## src/rtl/fsm_run_monitor_pkg.sv

```systemverilog
// Shared definitions for the 4-in-a-row detector and its run monitor:
// detector state codes and the monitor FSM encoding.
package fsm_run_monitor_pkg;

    localparam logic [3:0] DET_A = 4'b0000;
    localparam logic [3:0] DET_B = 4'b0001;
    localparam logic [3:0] DET_C = 4'b0010;
    localparam logic [3:0] DET_D = 4'b0011;
    localparam logic [3:0] DET_E = 4'b0100;
    localparam logic [3:0] DET_F = 4'b0101;
    localparam logic [3:0] DET_G = 4'b0110;
    localparam logic [3:0] DET_H = 4'b0111;
    localparam logic [3:0] DET_I = 4'b1000;

    // E means "four or more 0s", I means "four or more 1s"
    localparam logic [3:0] DET_Y_ZERO = DET_E;
    localparam logic [3:0] DET_Y_ONE  = DET_I;

    typedef enum logic [1:0] {
        IDLE  = 2'd0,
        RUN_Z = 2'd1,
        RUN_O = 2'd2
    } mon_state_t;

endpackage

```

## src/rtl/fsm_run_monitor_sat_counter.sv

```systemverilog
// Saturating up-counter with synchronous reset and clear.
// Clear and increment together load the value 1.
module sat_counter #(
    parameter int W = 8
) (
    input  logic         clk,
    input  logic         aclr,
    input  logic         clr,
    input  logic         inc,
    output logic [W-1:0] q
);

    localparam logic [W-1:0] ONE = W'(1);

    logic [W-1:0] cnt_q;
    logic [W-1:0] cnt_d;
    logic [W-1:0] base;

    always_comb begin
        base  = clr ? '0 : cnt_q;
        cnt_d = base;
        if (inc && (base != '1)) begin
            cnt_d = base + ONE;
        end
    end

    always_ff @(posedge clk) begin
        if (aclr) begin
            cnt_q <= '0;
        end else begin
            cnt_q <= cnt_d;
        end
    end

    assign q = cnt_q;

endmodule

```

## src/rtl/fsm_run_monitor.sv

```systemverilog
// Run statistics for the 4-in-a-row detector: classifies detections into
// zero-runs and one-runs, counts them, measures their length, offers snapshots.
module fsm_run_monitor
    import fsm_run_monitor_pkg::*;
#(
    parameter int         CNT_W  = 8,
    parameter int         LEN_W  = 8,
    parameter logic [3:0] Y_ZERO = DET_Y_ZERO,
    parameter logic [3:0] Y_ONE  = DET_Y_ONE
) (
    input  logic             clk,
    input  logic             aclr,
    input  logic             z,
    input  logic [3:0]       y,
    input  logic             clr_cnt,
    input  logic             rd_req,
    output logic             evt_pulse,
    output logic             evt_kind,
    output logic             run_done,
    output logic [CNT_W-1:0] zero_cnt,
    output logic [CNT_W-1:0] one_cnt,
    output logic [LEN_W-1:0] last_len,
    output logic [LEN_W-1:0] max_len,
    output logic             err,
    output logic             rd_valid,
    output logic [CNT_W-1:0] rd_zero,
    output logic [CNT_W-1:0] rd_one,
    output logic [LEN_W-1:0] rd_max
);

    mon_state_t       state_q, state_d;
    logic             kz, ko, illegal;
    logic             start, startKind, runEnd, lenInc;
    logic [LEN_W-1:0] len;

    logic             evt_pulse_q, evt_kind_q, run_done_q, err_q, rd_valid_q;
    logic [LEN_W-1:0] last_len_q, max_len_q, rd_max_q;
    logic [CNT_W-1:0] rd_zero_q, rd_one_q;

    // A z with an unknown code is flagged and otherwise ignored
    assign kz      = z && (y == Y_ZERO);
    assign ko      = z && (y == Y_ONE);
    assign illegal = z && !kz && !ko;

    always_comb begin
        state_d   = state_q;
        start     = 1'b0;
        startKind = 1'b0;
        runEnd    = 1'b0;
        lenInc    = 1'b0;
        case (state_q)
            IDLE: begin
                if (kz) begin
                    start   = 1'b1;
                    state_d = RUN_Z;
                end else if (ko) begin
                    start     = 1'b1;
                    startKind = 1'b1;
                    state_d   = RUN_O;
                end
            end
            RUN_Z: begin
                if (kz) begin
                    lenInc = 1'b1;
                end else begin
                    runEnd  = 1'b1;
                    state_d = IDLE;
                    if (ko) begin
                        start     = 1'b1;
                        startKind = 1'b1;
                        state_d   = RUN_O;
                    end
                end
            end
            RUN_O: begin
                if (ko) begin
                    lenInc = 1'b1;
                end else begin
                    runEnd  = 1'b1;
                    state_d = IDLE;
                    if (kz) begin
                        start   = 1'b1;
                        state_d = RUN_Z;
                    end
                end
            end
            default: state_d = IDLE;
        endcase
    end

    // A start in the same cycle as a clear is not counted
    sat_counter #(.W(CNT_W)) u_zero_cnt (
        .clk  (clk),
        .aclr (aclr),
        .clr  (clr_cnt),
        .inc  (start && !startKind && !clr_cnt),
        .q    (zero_cnt)
    );

    sat_counter #(.W(CNT_W)) u_one_cnt (
        .clk  (clk),
        .aclr (aclr),
        .clr  (clr_cnt),
        .inc  (start && startKind && !clr_cnt),
        .q    (one_cnt)
    );

    // Run length restarts at 1 on every start and ignores clr_cnt
    sat_counter #(.W(LEN_W)) u_len (
        .clk  (clk),
        .aclr (aclr),
        .clr  (start),
        .inc  (start || lenInc),
        .q    (len)
    );

    always_ff @(posedge clk) begin
        if (aclr) begin
            state_q     <= IDLE;
            evt_pulse_q <= 1'b0;
            evt_kind_q  <= 1'b0;
            run_done_q  <= 1'b0;
            last_len_q  <= '0;
            max_len_q   <= '0;
            err_q       <= 1'b0;
            rd_valid_q  <= 1'b0;
            rd_zero_q   <= '0;
            rd_one_q    <= '0;
            rd_max_q    <= '0;
        end else begin
            state_q     <= state_d;
            evt_pulse_q <= start;
            run_done_q  <= runEnd;
            rd_valid_q  <= rd_req;
            if (start) begin
                evt_kind_q <= startKind;
            end
            if (clr_cnt) begin
                last_len_q <= '0;
                max_len_q  <= '0;
                err_q      <= 1'b0;
            end else begin
                if (runEnd) begin
                    last_len_q <= len;
                    if (len > max_len_q) begin
                        max_len_q <= len;
                    end
                end
                if (illegal) begin
                    err_q <= 1'b1;
                end
            end
            if (rd_req) begin
                rd_zero_q <= zero_cnt;
                rd_one_q  <= one_cnt;
                rd_max_q  <= max_len_q;
            end
        end
    end

    assign evt_pulse = evt_pulse_q;
    assign evt_kind  = evt_kind_q;
    assign run_done  = run_done_q;
    assign last_len  = last_len_q;
    assign max_len   = max_len_q;
    assign err       = err_q;
    assign rd_valid  = rd_valid_q;
    assign rd_zero   = rd_zero_q;
    assign rd_one    = rd_one_q;
    assign rd_max    = rd_max_q;

endmodule

```

## config.mk

```make
export PLATFORM = sky130hd
export DESIGN_NAME = fsm_run_monitor
export DESIGN_NICKNAME = d
export VERILOG_FILES = /design/src/rtl/fsm_run_monitor_pkg.sv /design/src/rtl/fsm_run_monitor_sat_counter.sv /design/src/rtl/fsm_run_monitor.sv
export SDC_FILE = /design/constraint.sdc
export NUM_CORES = 1
export LEC_CHECK = 0
export CORE_MARGIN = 4
export CORE_UTILIZATION = 51
export CTS_CLUSTER_SIZE = 28
export DETAILED_ROUTE_END_ITERATION = 10
export GPL_ROUTABILITY_DRIVEN = 0
export PLACE_DENSITY = 0.78
export SLEW_MARGIN = 40
export SYNTH_ARGS = -nofsm -noshare
export SYNTH_HDL_FRONTEND = slang
export SYNTH_SLANG_ARGS = --single-unit
```

## constraint.sdc

```tcl
create_clock -name clk -period 3.13 [get_ports clk]
set_clock_uncertainty 0.05 [all_clocks]
set_input_delay 0.626 -clock clk [delete_from_list [all_inputs] [get_ports clk]]
set_output_delay 0.626 -clock clk [all_outputs]
set_load 0.01 [all_outputs]
```

### Word-level counts from Yosys, hierarchy flattened

Index checks and enable logic that the tools add are counted.

| word-level totals | value |
|---|---|
| register bits after elaboration | 71 |
| logic and storage cells | 73 |

| operators by class | value |
|---|---|
| add/subtract/negate cells | 3 |
| order comparisons | 1 |
| equal/unequal tests | 10 |
| muxes and demuxes | 24 |
| reduce and logical (&&, ||, !) cells | 21 |

Operator list:

| kind | number |
|---|---|
| 8-bit two-way mux | 6 |
| 8-bit by 1-bit adder with 8-bit output, second input constant | 3 |
| 8-bit != test, second input constant | 3 |
| 1-bit logical AND | 11 |
| 2-bit two-way mux | 5 |
| 1-bit two-way mux | 9 |
| 8-bit greater-than comparator | 1 |
| 2-bit one-hot mux with 3 select lines | 1 |
| 4-bit by 3-bit equality test with 1-bit output, second input constant | 1 |
| 4-bit equality test, second input constant | 1 |
| 1-bit logical NOT | 4 |
| 2-bit != test, second input constant | 2 |
| 1-bit one-hot mux with 2 select lines | 2 |
| 2-bit OR reduction | 2 |
| 3-bit != test, second input constant | 1 |
| 1-bit one-hot mux with 3 select lines | 1 |
| 3-bit AND reduction | 1 |
| 2-bit by 1-bit equality test with 1-bit output, second input constant | 1 |
| 2-bit equality test, second input constant | 1 |
| 2-bit logical NOT | 1 |
| 2-bit AND reduction | 1 |
| 1-bit logical OR | 1 |

### Logic depth before layout (Yosys ltp)

Gate-level depths: netlist of the first run.

| depth | value |
|---|---|
| depth in word-level cells | 10 |
| mapped depth | 11 |
| gate-level depth less buffers | 11 |

### By module

From an unflattened synthesis of the first run, not the netlist that was laid out.

| second synthesis, totals | value |
|---|---|
| cell total of the unflattened synthesis | 341 |
| area, all modules | 3209.3 µm² |

By module, submodules not included:

| module | instances | cells each | area each (µm²) |
|---|---|---|---|
| fsm_run_monitor | 1 | 218 | 2102.0 |
| sat_counter | 3 | 41 | 369.1 |

### Worst setup path after synthesis of the first run

OpenSTA, ideal clock, no wires.

| timing | value |
|---|---|
| path type | in2reg |
| start | in y[1] |
| end | reg u_len.cnt_q[5], in the netlist u_len.q[5] |
| library setup time | 0.070 ns |
| arrival | 2.765 ns |
| required time | 3.010 ns |
| setup slack | 0.245 ns |
| stages on the path | 10 |
| cell sequence | nor3b_2 -> nand3_1 -> a31o_2 -> and2_1 -> ha_1 -> nand2_1 -> nor3_1 -> a21o_1 -> or4_1 -> a21oi_1 |

| on the way | value |
|---|---|
| longest elaborated chain between the ends | 9 |
| elaborated cells on any way between the ends | 17 |

RTL lines:

| what | RTL line | RTL |
|---|---|---|
| from (decl) | fsm_run_monitor.sv:14 | `input logic [3:0] y,` |
| parallel branches: the longest is 8 deep, another holds 8-bit by 1-bit adder with 8-bit output | - |  |
| 8-bit two-way mux * | fsm_run_monitor_sat_counter.sv:22 | `if (inc && (base != '1)) begin` |
| to (signal assigned) | fsm_run_monitor_sat_counter.sv:31 | `cnt_q <= cnt_d;` |
| to (decl) | fsm_run_monitor_sat_counter.sv:15 | `logic [W-1:0] cnt_q;` |

Every way passes the cells marked *.
A chain may end at the register's enable or synchronous reset.

### Worst setup path after layout of the first run

| timing | value |
|---|---|
| start | in y[0] |
| end | reg u_len.cnt_q[5], in the netlist u_len.q[5] |

Same word-level chain as after synthesis.

==> results of run 1 <==
==> final timing paths <==
check                           startpoint          to  slack (ns)  cells past startpoint
worst max-delay path                  y[0]  u_len.q[5]        0.21                     11
worst min-delay path                   err         err        0.44                      2
worst max register to register  state_q[1]  u_len.q[5]        0.61                     11
worst min register to register         err         err        0.44                      2
==> timing repair <==
item / 4_1_cts / 5_1_grt
hold buffers: 0 / 0
endpoints found under the setup margin: 0 / 2
buffers inserted: 0 / 2
resized for setup: 0 / 1
==> through the flow <==
stage                     cells  cell area (sq um)  worst slack (ns)  TNS [ns]
after floorplan             366               3290             0.245         0
after global placement      518               4180            -0.106    -0.209
after detailed placement    518               4180            -0.182    -0.534
after CTS                   534               4420             0.172         0
after global routing        536               4450           -0.0194   -0.0194
final                       536               4450             0.210         0
==> routing by layer <==
layer / up-vias / global-route usage / wire, um
met5: - / 0 / 0
met4: 0 / 0.0893 / 136
met3: 12 / 0.0391 / 368
met2: 77 / 0.396 / 4190
met1: 1389 / 0.253 / 3310
li1: 1441 / - / -
==> cells in the mapped netlist (2+ instances only) <==
library cell               count  area [sq um]
sky130_fd_sc_hd__nand3_1      16          80.1
sky130_fd_sc_hd__or3_1         3          18.8
sky130_fd_sc_hd__or4_1         4          30.0
sky130_fd_sc_hd__inv_1        14          52.6
sky130_fd_sc_hd__a211oi_1      4          30.0
sky130_fd_sc_hd__o31ai_1       2          15.0
sky130_fd_sc_hd__and2_1        2          12.5
sky130_fd_sc_hd__nor2_1       60           225
sky130_fd_sc_hd__dfxtp_1      71          1420
sky130_fd_sc_hd__xor2_1        7          61.3
sky130_fd_sc_hd__o211ai_1      3          22.5
sky130_fd_sc_hd__nand2_1      34           128
sky130_fd_sc_hd__o21ai_0       6          30.0
sky130_fd_sc_hd__clkbuf_1     11          41.3
sky130_fd_sc_hd__nor2b_1      10          62.6
sky130_fd_sc_hd__a21oi_1      17          85.1
sky130_fd_sc_hd__mux2i_1      42           420
sky130_fd_sc_hd__nand4_1       7          43.8
sky130_fd_sc_hd__ha_1         15           188
sky130_fd_sc_hd__a31o_2        2          17.5
sky130_fd_sc_hd__xnor2_1       6          52.6
sky130_fd_sc_hd__nand2b_1      3          18.8
sky130_fd_sc_hd__buf_2         2          10.0
sky130_fd_sc_hd__a31oi_1       2          12.5
sky130_fd_sc_hd__and3_1        4          25.0
==> registers in the layout, indices dropped and copies added, names as in the netlist, 2 cells and up <==
signal,flops
u_one_cnt.q,8
rd_max,8
u_zero_cnt.q,8
u_len.q,8
state_q,2
max_len,8
rd_zero,8
last_len,8
rd_one,8
==> worst register-to-register path, delay by kind of cell (launching register included) <==
family                     cells  cell delay, ns
buffers and inverters          1            0.08
DFF                            1            0.35
and+or+nand+nor                5            0.92
adders and majority gates      2            0.43
AOI/OAI and AO/OA              3            0.62
==> power groups by stage <==
stage,clock network [mW],registers (mW),logic (mW)
CTS,0.888,0.914,0.123
floorplan,0,0.934,0.0747
global placement,0,0.934,0.119
global route,0.920,0.914,0.137
finish,0.874,0.914,0.125
detailed placement,0,0.935,0.122
==> logic make-up (layout without fill, tap and decap cells) <==
| group | Yosys count | in the layout |
|---|---|---|
| and+or+nand+nor | 150 | 150 |
| xor gates and xnor gates | 13 | 13 |
| DFF | 71 | 71 |
| buffers and inverters | 28 | 123 |
| AOI/OAI and AO/OA | 47 | 47 |
| muxes | 42 | 42 |
| adders and majority gates | 15 | 15 |
==> final cells by class <==
class	instances	area, sq um	area share
clock buffer	10	128	0.0287
sequential	71	1420	0.319
clock inverter	6	109	0.0245
multi-input combinational	267	1770	0.399
inverter	14	52.6	0.0118
timing repair buffer	93	871	0.196
tap	75	93.8	0.0211
==> out/metrics.json, run 1 <==
{
  "setup_path": {
    "timing.critical_path.cells": "clkdlybuf4s50_1 -> nor3b_4 -> nand3_1 -> a31o_2 -> and2_1 -> ha_1 -> nand2_1 -> nor3_1 -> a21o_1 -> or4_1 -> a21oi_1",
    "critPathTopFamily": "simple AND/OR/NAND/NOR gates",
    "end_kind": "flop",
    "startpoint_type": "primary input",
    "cp.required_ns": 3.36,
    "crit_path_top_delay_cell": "sky130_fd_sc_hd__clkdlybuf4s50_1",
    "timing.critical_path.slowest_cell_delay_ns": 0.47,
    "path_max_fanout": 5,
    "critPathKind": "in -> reg",
    "cp_data_arrival_time_ns": 3.15,
    "worst_path_buf_inv": 1
  },
  "sta": {
    "finalWorstPathRequiredPeriod_ns": 2.92,
    "timing.slew.headroom": 0.606,
    "max_freq_mhz": 342,
    "timing.final.setup_violations": 0,
    "timing.final.hold_violations": 0,
    "final_max_slew_viol_count": 0,
    "hold_slack_ns": 0.439,
    "worst_slew_pin_slew_ns": 0.589,
    "finalCritPeriodShare": 0.933
  },
  "clocking": {
    "cts.htree.levels": 3,
    "clock_latency_on_the_worst_skew_pair_ns": 0.35,
    "tritoncts": "done",
    "path_clk_slew_ns": 0.07,
    "cts_inserted_buffers": 9,
    "cts_max_path_buffers": 2,
    "clkSinkCount": 71,
    "clockRootBuffer": "sky130_fd_sc_hd__clkbuf_8"
  },
  "yosys": {
    "synth_area_per_cell_sq_um": 8.99,
    "synthSimpleGateAreaFrac": 0.218,
    "synth_xor_area_frac": 0.0346,
    "synth_seq_area_share": 0.432,
    "synth_adder_area_share": 0.0571,
    "cell_area_after_synthesis_sq_um": 3290,
    "synth_edf_count": 0,
    "synthCells": 366,
    "yosys_warnings": 0,
    "synth_top_family_by_area": "simple AND/OR/NAND/NOR gates",
    "synth_cell_type_count": 44,
    "number_of_flip_flops_and_latches_in_the_synthesized_netlist": 71,
    "async_flop_share": 0,
    "synth_flop_cell": "sky130_fd_sc_hd__dfxtp_1",
    "post_synth_mux_area_share": 0.128,
    "synth_compound_gate_area_share": 0.0981,
    "syn-num-nets": 390
  },
  "final_layout": {
    "fill_cells": 466,
    "number_of_diodes": 0,
    "layout.core_utilization": 0.730,
    "most_common_cell_after_layout_fill_and_taps_aside": "sky130_fd_sc_hd__dfxtp_1",
    "fin_nets": 480,
    "leading_cell_types_in_the_layout_fill_and_taps_excluded": "sky130_fd_sc_hd__dfxtp_1 (71), sky130_fd_sc_hd__clkdlybuf4s50_1 (69), sky130_fd_sc_hd__nor2_1 (60)",
    "fraction_of_final_layout_cells_with_drive_strength_greater_than_1": 0.104,
    "syn2layout_area_growth_pct": 35.3
  },
  "outcome": {
    "outcome": "finished clean"
  },
  "pwr": {
    "finalPower_mw": 1.91,
    "ir_worst_vdd_mv": 0.275,
    "powerDensity_nw_per_um2": 430,
    "power.internal_mw": 1.49,
    "total_switching_power_mw": 0.422,
    "static_leak_nw": 1.74,
    "seqPwrFrac": 0.478,
    "power_frac_clock": 0.457,
    "part_of_the_total_power_dissipated_in_combinational_logic": 0.065,
    "netSwitchingFraction": 0.220
  },
  "min_path": {
    "hp-class": "reg -> reg"
  },
  "floorplanning": {
    "pin_count": 70,
    "fp.dieArea_sq_um": 7800,
    "placement_rows": 28,
    "chipHeight_um": 88.3,
    "die_x_um": 88.3,
    "floorplan.core_area_sq_um": 6100,
    "initial_utilization": 0.540
  },
  "placed_design": {
    "detailed_place_hpwl_mm": 5.73,
    "place.port_buffers": 69
  },
  "flow_run": {
    "max_cap_violations": 0
  },
  "routing": {
    "wl_mm": 8.00,
    "drt-wirelength-per-cell_um": 14.9,
    "ant_nets": 0,
    "routed-via-count": 2919,
    "total_drc_errors_in_the_routed_layout": 0,
    "drt_iter0_drc": 123,
    "viasPerCell": 5.45,
    "dr.pass1.iters": 4
  },
  "global_route": {
    "number_of_global_route_vias_before_repair": 2864,
    "grt_antenna_before_repair": 0,
    "grt_start_max_net_pins": 39,
    "global_route.overflow_total": 0,
    "globalRouteTotalUtil": 0.219,
    "grt_pass1_wl_mm": 13.4
  }
}
Note: power is estimated with default switching activity, not from simulation.
==> inputs of run 2 (changes only) <==
- CORE_ASPECT_RATIO: default -> 1.1
- SETUP_SLACK_MARGIN: default -> 0.5
==> out/metrics.json, run 2 (synthesis gave the netlist of run 1 again) <==
{
  "outcome": {
    "outcome": "finished clean"
  },
  "final_layout": {
    "leading_cell_types_in_the_layout_fill_and_taps_excluded": "sky130_fd_sc_hd__dfxtp_1 (71), sky130_fd_sc_hd__clkdlybuf4s50_1 (64), sky130_fd_sc_hd__nor2_1 (60)",
    "syn2layout_area_growth_pct": 37.4,
    "fin_nets": 475,
    "fraction_of_final_layout_cells_with_drive_strength_greater_than_1": 0.129,
    "most_common_cell_after_layout_fill_and_taps_aside": "sky130_fd_sc_hd__dfxtp_1",
    "reg_area_sq_um": 1420,
    "postLayoutCellArea_sq_um": 4520,
    "fill_cells": 531,
    "number_of_diodes": 0,
    "multiInputGateArea_sq_um": 1850
  },
  "floorplanning": {
    "floorplan.core_area_sq_um": 6230,
    "initial_utilization": 0.528,
    "placement_rows": 30,
    "fp.dieArea_sq_um": 7800,
    "pin_count": 70,
    "die_x_um": 84.6,
    "chipHeight_um": 92.2
  },
  "global_route": {
    "grt_start_max_net_pins": 39,
    "globalRouteTotalUtil": 0.216,
    "number_of_global_route_vias_before_repair": 2996,
    "grt_antenna_before_repair": 0,
    "grt_pass1_wl_mm": 13.7,
    "global_route.overflow_total": 0
  },
  "placed_design": {
    "detailed_place.area_sq_um": 4180,
    "place_worst_setup_slack_ns": -0.0325,
    "detailed_place_hpwl_mm": 5.81,
    "place.port_buffers": 69
  },
  "setup_path": {
    "cp_data_arrival_time_ns": 2.78,
    "path_max_fanout": 5,
    "startpoint_type": "primary input",
    "critPathKind": "in -> reg",
    "crit_path_top_delay_cell": "sky130_fd_sc_hd__or4_1",
    "worst_path_buf_inv": 1,
    "timing.critical_path.slowest_cell_delay_ns": 0.43,
    "end_kind": "flop",
    "critical_path.reg2reg.startpoint": "state_q[1]",
    "timing.critical_path.cells": "clkdlybuf4s15_2 -> nor3b_4 -> nand3_2 -> a31o_4 -> and2_4 -> ha_4 -> nand2_4 -> nor3_4 -> a21o_1 -> or4_1 -> a21oi_1",
    "cp.required_ns": 3.35,
    "critPathTopFamily": "simple AND/OR/NAND/NOR gates",
    "worstSetupStartpoint": "y[1]"
  },
  "routing": {
    "drt_iter0_drc": 193,
    "drt-wirelength-per-cell_um": 15.6,
    "total_drc_errors_in_the_routed_layout": 0,
    "routed-via-count": 2967,
    "ant_nets": 0,
    "dr.pass1.iters": 7,
    "wl_mm": 8.38,
    "viasPerCell": 5.54
  },
  "sta": {
    "timing.final.setup_violations": 0,
    "hold_slack_ns": 0.435,
    "timing.final.hold_violations": 0,
    "max_freq_mhz": 391,
    "rsz_0062_raised_after_global_routing": "no",
    "final_max_slew_viol_count": 0,
    "finalWorstPathRequiredPeriod_ns": 2.56,
    "minimum_setup_slack_in_the_final_design_ns": 0.572,
    "finalCritPeriodShare": 0.817,
    "timing.slew.headroom": 0.602,
    "worst_slew_pin_slew_ns": 0.595
  },
  "flow_run": {
    "max_cap_violations": 0
  },
  "clocking": {
    "clockRootBuffer": "sky130_fd_sc_hd__clkbuf_8",
    "cts_inserted_buffers": 9,
    "path_clk_slew_ns": 0.08,
    "tritoncts": "done",
    "cts.htree.levels": 3,
    "clock_latency_on_the_worst_skew_pair_ns": 0.34,
    "clkSinkCount": 71,
    "cts_max_path_buffers": 2
  },
  "min_path": {
    "hp-class": "reg -> reg",
    "hp-start": "err"
  },
  "pwr": {
    "powerDensity_nw_per_um2": 446,
    "ir_worst_vdd_mv": 0.480,
    "static_leak_nw": 1.76
  }
}
run 2: final timing paths:
| kind | slack (ns) | depth (start not counted) | to |
|---|---|---|---|
| min reg2reg | 0.44 | 2 | err |
| max reg2reg | 0.68 | 11 | u_len.q[7] |
| min | 0.44 | 2 | err |
| max | 0.57 | 11 | u_len.q[7] |
run 2: per-layer routing:
layer | GRT usage | routed length, um
met3 | 0.0431 | 382
met1 | 0.228 | 3320
met4 | 0.107 | 240
met2 | 0.401 | 4440
met5 | 0 | 0
run 2: repair_timing:
action	CTS	global route
endpoints found under the setup margin	2	4
buffers inserted	4	2
endpoints found under the hold margin	0	0
cloned	0	0
hold buffers	0	0
gates resized for setup	13	9
pin swaps	5	6
run 2: tightest hold or removal path, delay by kind of cell, from the launching register on:
| family | cells | cell delay [ns] |
|---|---|---|
| DFF | 1 | 0.33 |
| and+or+nand+nor | 1 | 0.08 |
| AOI/OAI and AO/OA | 1 | 0.04 |
run 2: metrics by stage:
step | instances | setup TNS, ns | power (mW) | utilization
after floorplan | 366 | 0 | 1.01 | -
after global placement | 514 | 0 | 1.05 | 0.670
after detailed placement | 514 | -0.0640 | 1.06 | 0.670
after CTS | 534 | 0 | 2.02 | 0.720
after global routing | 536 | 0 | 2.08 | 0.725
final | 536 | 0 | 2.01 | 0.725
run 2: area by class of cell:
class,instances,share of cell area
multi-input combinational,267,0.410
clock buffer,11,0.0313
inverter,14,0.0116
clock inverter,5,0.0285
timing repair buffer,88,0.181
tap,80,0.0222
sequential,71,0.315
run 2: report_power, final:
group / internal, mW / switching [mW]
logic: 0.0510 / 0.0739
clock network: 0.634 / 0.341
registers: 0.908 / 0.00501
total: 1.59 / 0.420
==> inputs of run 3 (changes only) <==
- clock period: 3.13 -> 2.5 ns (I/O delays scaled with it)
==> out/metrics.json, run 3 (synthesis gave the netlist of run 1 again) <==
{
  "setup_path": {
    "length_in_cells_of_the_worst_reg_to_reg_path": 11,
    "cp.depth": 12,
    "critical_path.endpoint": "u_len.q[7]",
    "crit_path_top_delay_cell": "sky130_fd_sc_hd__or4_4",
    "worst_path_buf_inv": 2,
    "regToRegSetupSlack_ns": 0.21,
    "startpoint_type": "primary input",
    "timing.critical_path.slowest_cell_delay_ns": 0.42,
    "critical_path.reg2reg.startpoint": "state_q[1]",
    "critPathTopFamily": "simple AND/OR/NAND/NOR gates",
    "worstSetupStartpoint": "y[0]",
    "worstReg2RegEnd": "u_len.q[7]",
    "cp_data_arrival_time_ns": 2.53,
    "critPathKind": "in -> reg",
    "timing.critical_path.cells": "buf_8 -> nor3b_4 -> buf_4 -> nand3_4 -> a31o_4 -> and2_4 -> ha_4 -> nand2_4 -> nor3_4 -> a21o_1 -> or4_4 -> a21oi_2",
    "path_max_fanout": 4,
    "end_kind": "flop",
    "cp.required_ns": 2.72
  },
  "placed_design": {
    "detailed_place_hpwl_mm": 6.10,
    "place.port_buffers": 69,
    "dp_cells": 540,
    "detailed_place.area_sq_um": 4440
  },
  "clocking": {
    "cts_inserted_buffers": 9,
    "tritoncts": "done",
    "clkSinkCount": 71,
    "clock_latency_on_the_worst_skew_pair_ns": 0.34,
    "path_clk_slew_ns": 0.08,
    "cts.hold.buffers_added": 0,
    "clockRootBuffer": "sky130_fd_sc_hd__clkbuf_8",
    "cts_max_path_buffers": 2,
    "cts.htree.levels": 3
  },
  "routing": {
    "wl_met3_um": 485,
    "met2RoutedLength_mm": 4.77,
    "highest_metal_layer_with_signal_wires": "met4",
    "routedLengthMet1_mm": 3.53,
    "ant_nets": 0,
    "drt_iter0_drc": 167,
    "drt-wirelength-per-cell_um": 16.0,
    "total_drc_errors_in_the_routed_layout": 0,
    "viasPerCell": 5.45,
    "routed-via-count": 3075,
    "wl_mm": 9.05,
    "dr.pass1.iters": 4
  },
  "pwr": {
    "netSwitchingFraction": 0.224,
    "static_leak_nw": 1.91,
    "powerDensity_nw_per_um2": 506,
    "ir_worst_vdd_mv": 0.358,
    "part_of_the_total_power_dissipated_in_combinational_logic": 0.086,
    "power.internal_mw": 1.93,
    "total_switching_power_mw": 0.556,
    "seqPwrFrac": 0.461,
    "power_frac_clock": 0.452
  },
  "sta": {
    "rsz_0062_raised_after_global_routing": "yes",
    "worst_slew_pin_slew_ns": 0.431,
    "timing.final.hold_violations": 0,
    "hold_slack_ns": 0.438,
    "timing.slew.headroom": 0.713,
    "max_freq_mhz": 433,
    "finalWorstPathRequiredPeriod_ns": 2.31,
    "final.setup.tns_ns": 0,
    "timing.final.setup_violations": 0,
    "final_max_slew_viol_count": 0,
    "finalCritPeriodShare": 0.923
  },
  "global_route": {
    "grt_pass1_wl_mm": 14.2,
    "grt_start_max_net_pins": 26,
    "globalRouteTotalUtil": 0.225,
    "grt_antenna_before_repair": 0,
    "global_route.overflow_total": 0,
    "number_of_global_route_vias_before_repair": 2954
  },
  "flow_run": {
    "max_cap_violations": 0
  },
  "floorplanning": {
    "floorplan.core_area_sq_um": 6230,
    "pin_count": 70,
    "initial_utilization": 0.528,
    "placement_rows": 30,
    "chipHeight_um": 92.2,
    "die_x_um": 84.6,
    "fp.dieArea_sq_um": 7800
  },
  "final_layout": {
    "fill_cells": 433,
    "final_cells": 564,
    "layout.core_utilization": 0.788,
    "number_of_diodes": 0,
    "syn2layout_area_growth_pct": 49.2,
    "fin_nets": 503,
    "fraction_of_final_layout_cells_with_drive_strength_greater_than_1": 0.244,
    "leading_cell_types_in_the_layout_fill_and_taps_excluded": "sky130_fd_sc_hd__dfxtp_1 (63), sky130_fd_sc_hd__clkdlybuf4s50_1 (63), sky130_fd_sc_hd__nor2_1 (59)",
    "postLayoutCellArea_sq_um": 4910
  },
  "min_path": {
    "hp-class": "reg -> reg"
  },
  "outcome": {
    "outcome": "finished clean"
  }
}
==> run 3: metal layers <==
metal | global-route usage | vias up
met3 | 0.0467 | 29
met4 | 0.0897 | 0
met5 | 0 | -
met2 | 0.403 | 92
met1 | 0.258 | 1454
li1 | - | 1500
==> run 3: worst min path at each step <==
| stage | startpoint | endpoint | depth (start not counted) |
|---|---|---|---|
| final | err | err | 2 |
| after global routing | max_len[7] | max_len[7] | 2 |
| after CTS | err | err | 2 |
| after detailed placement | err | err | 2 |
| after global placement | err | err | 2 |
| after floorplan | state_q[1] | state_q[1] | 2 |
==> run 3: stage by stage <==
step	power, mW	setup slack [ns]
final	2.48	0.193
after global routing	2.56	0.142
after global placement	1.35	-0.380
after CTS	2.48	0.179
after floorplan	1.27	0.00406
after detailed placement	1.35	-0.506
==> run 3: what timing repair did <==
action / CTS / global route
gates resized for setup: 51 / 22
setup buffers: 4 / 4
setup endpoints to repair: 41 / 24
pin swaps: 15 / 17
==> run 3: power groups by stage <==
stage / Sequential [mW] / Combinational [mW] / Clock [mW]
3_3_place_gp: 1.17 / 0.176 / 0
4_1_cts: 1.15 / 0.199 / 1.13
6_report: 1.15 / 0.214 / 1.12
3_5_place_dp: 1.17 / 0.180 / 0
2_1_floorplan: 1.17 / 0.103 / 0
5_1_grt: 1.15 / 0.231 / 1.19
==> run 3: final cells by class <==
class,instances,area (sq um),area share
clock inverters,5,105,0.0214
clock buffers,11,141,0.0288
multi-input cells,267,2020,0.411
flip-flops and latches,71,1440,0.293
inverters,14,57.6,0.0117
well taps,80,100,0.0204
repair buffers,116,1050,0.214
==> run 3: worst register-to-register path, cell delays in order, from the launching register on <==
cell                      delay (ns)
sky130_fd_sc_hd__dfxtp_4        0.37
sky130_fd_sc_hd__inv_4          0.08
sky130_fd_sc_hd__ha_4           0.16
sky130_fd_sc_hd__nand3_4        0.10
sky130_fd_sc_hd__a31o_4         0.26
sky130_fd_sc_hd__and2_4         0.16
sky130_fd_sc_hd__ha_4           0.16
sky130_fd_sc_hd__nand2_4        0.07
sky130_fd_sc_hd__nor3_4         0.04
sky130_fd_sc_hd__a21o_1         0.21
sky130_fd_sc_hd__or4_4          0.43
sky130_fd_sc_hd__a21oi_2        0.15
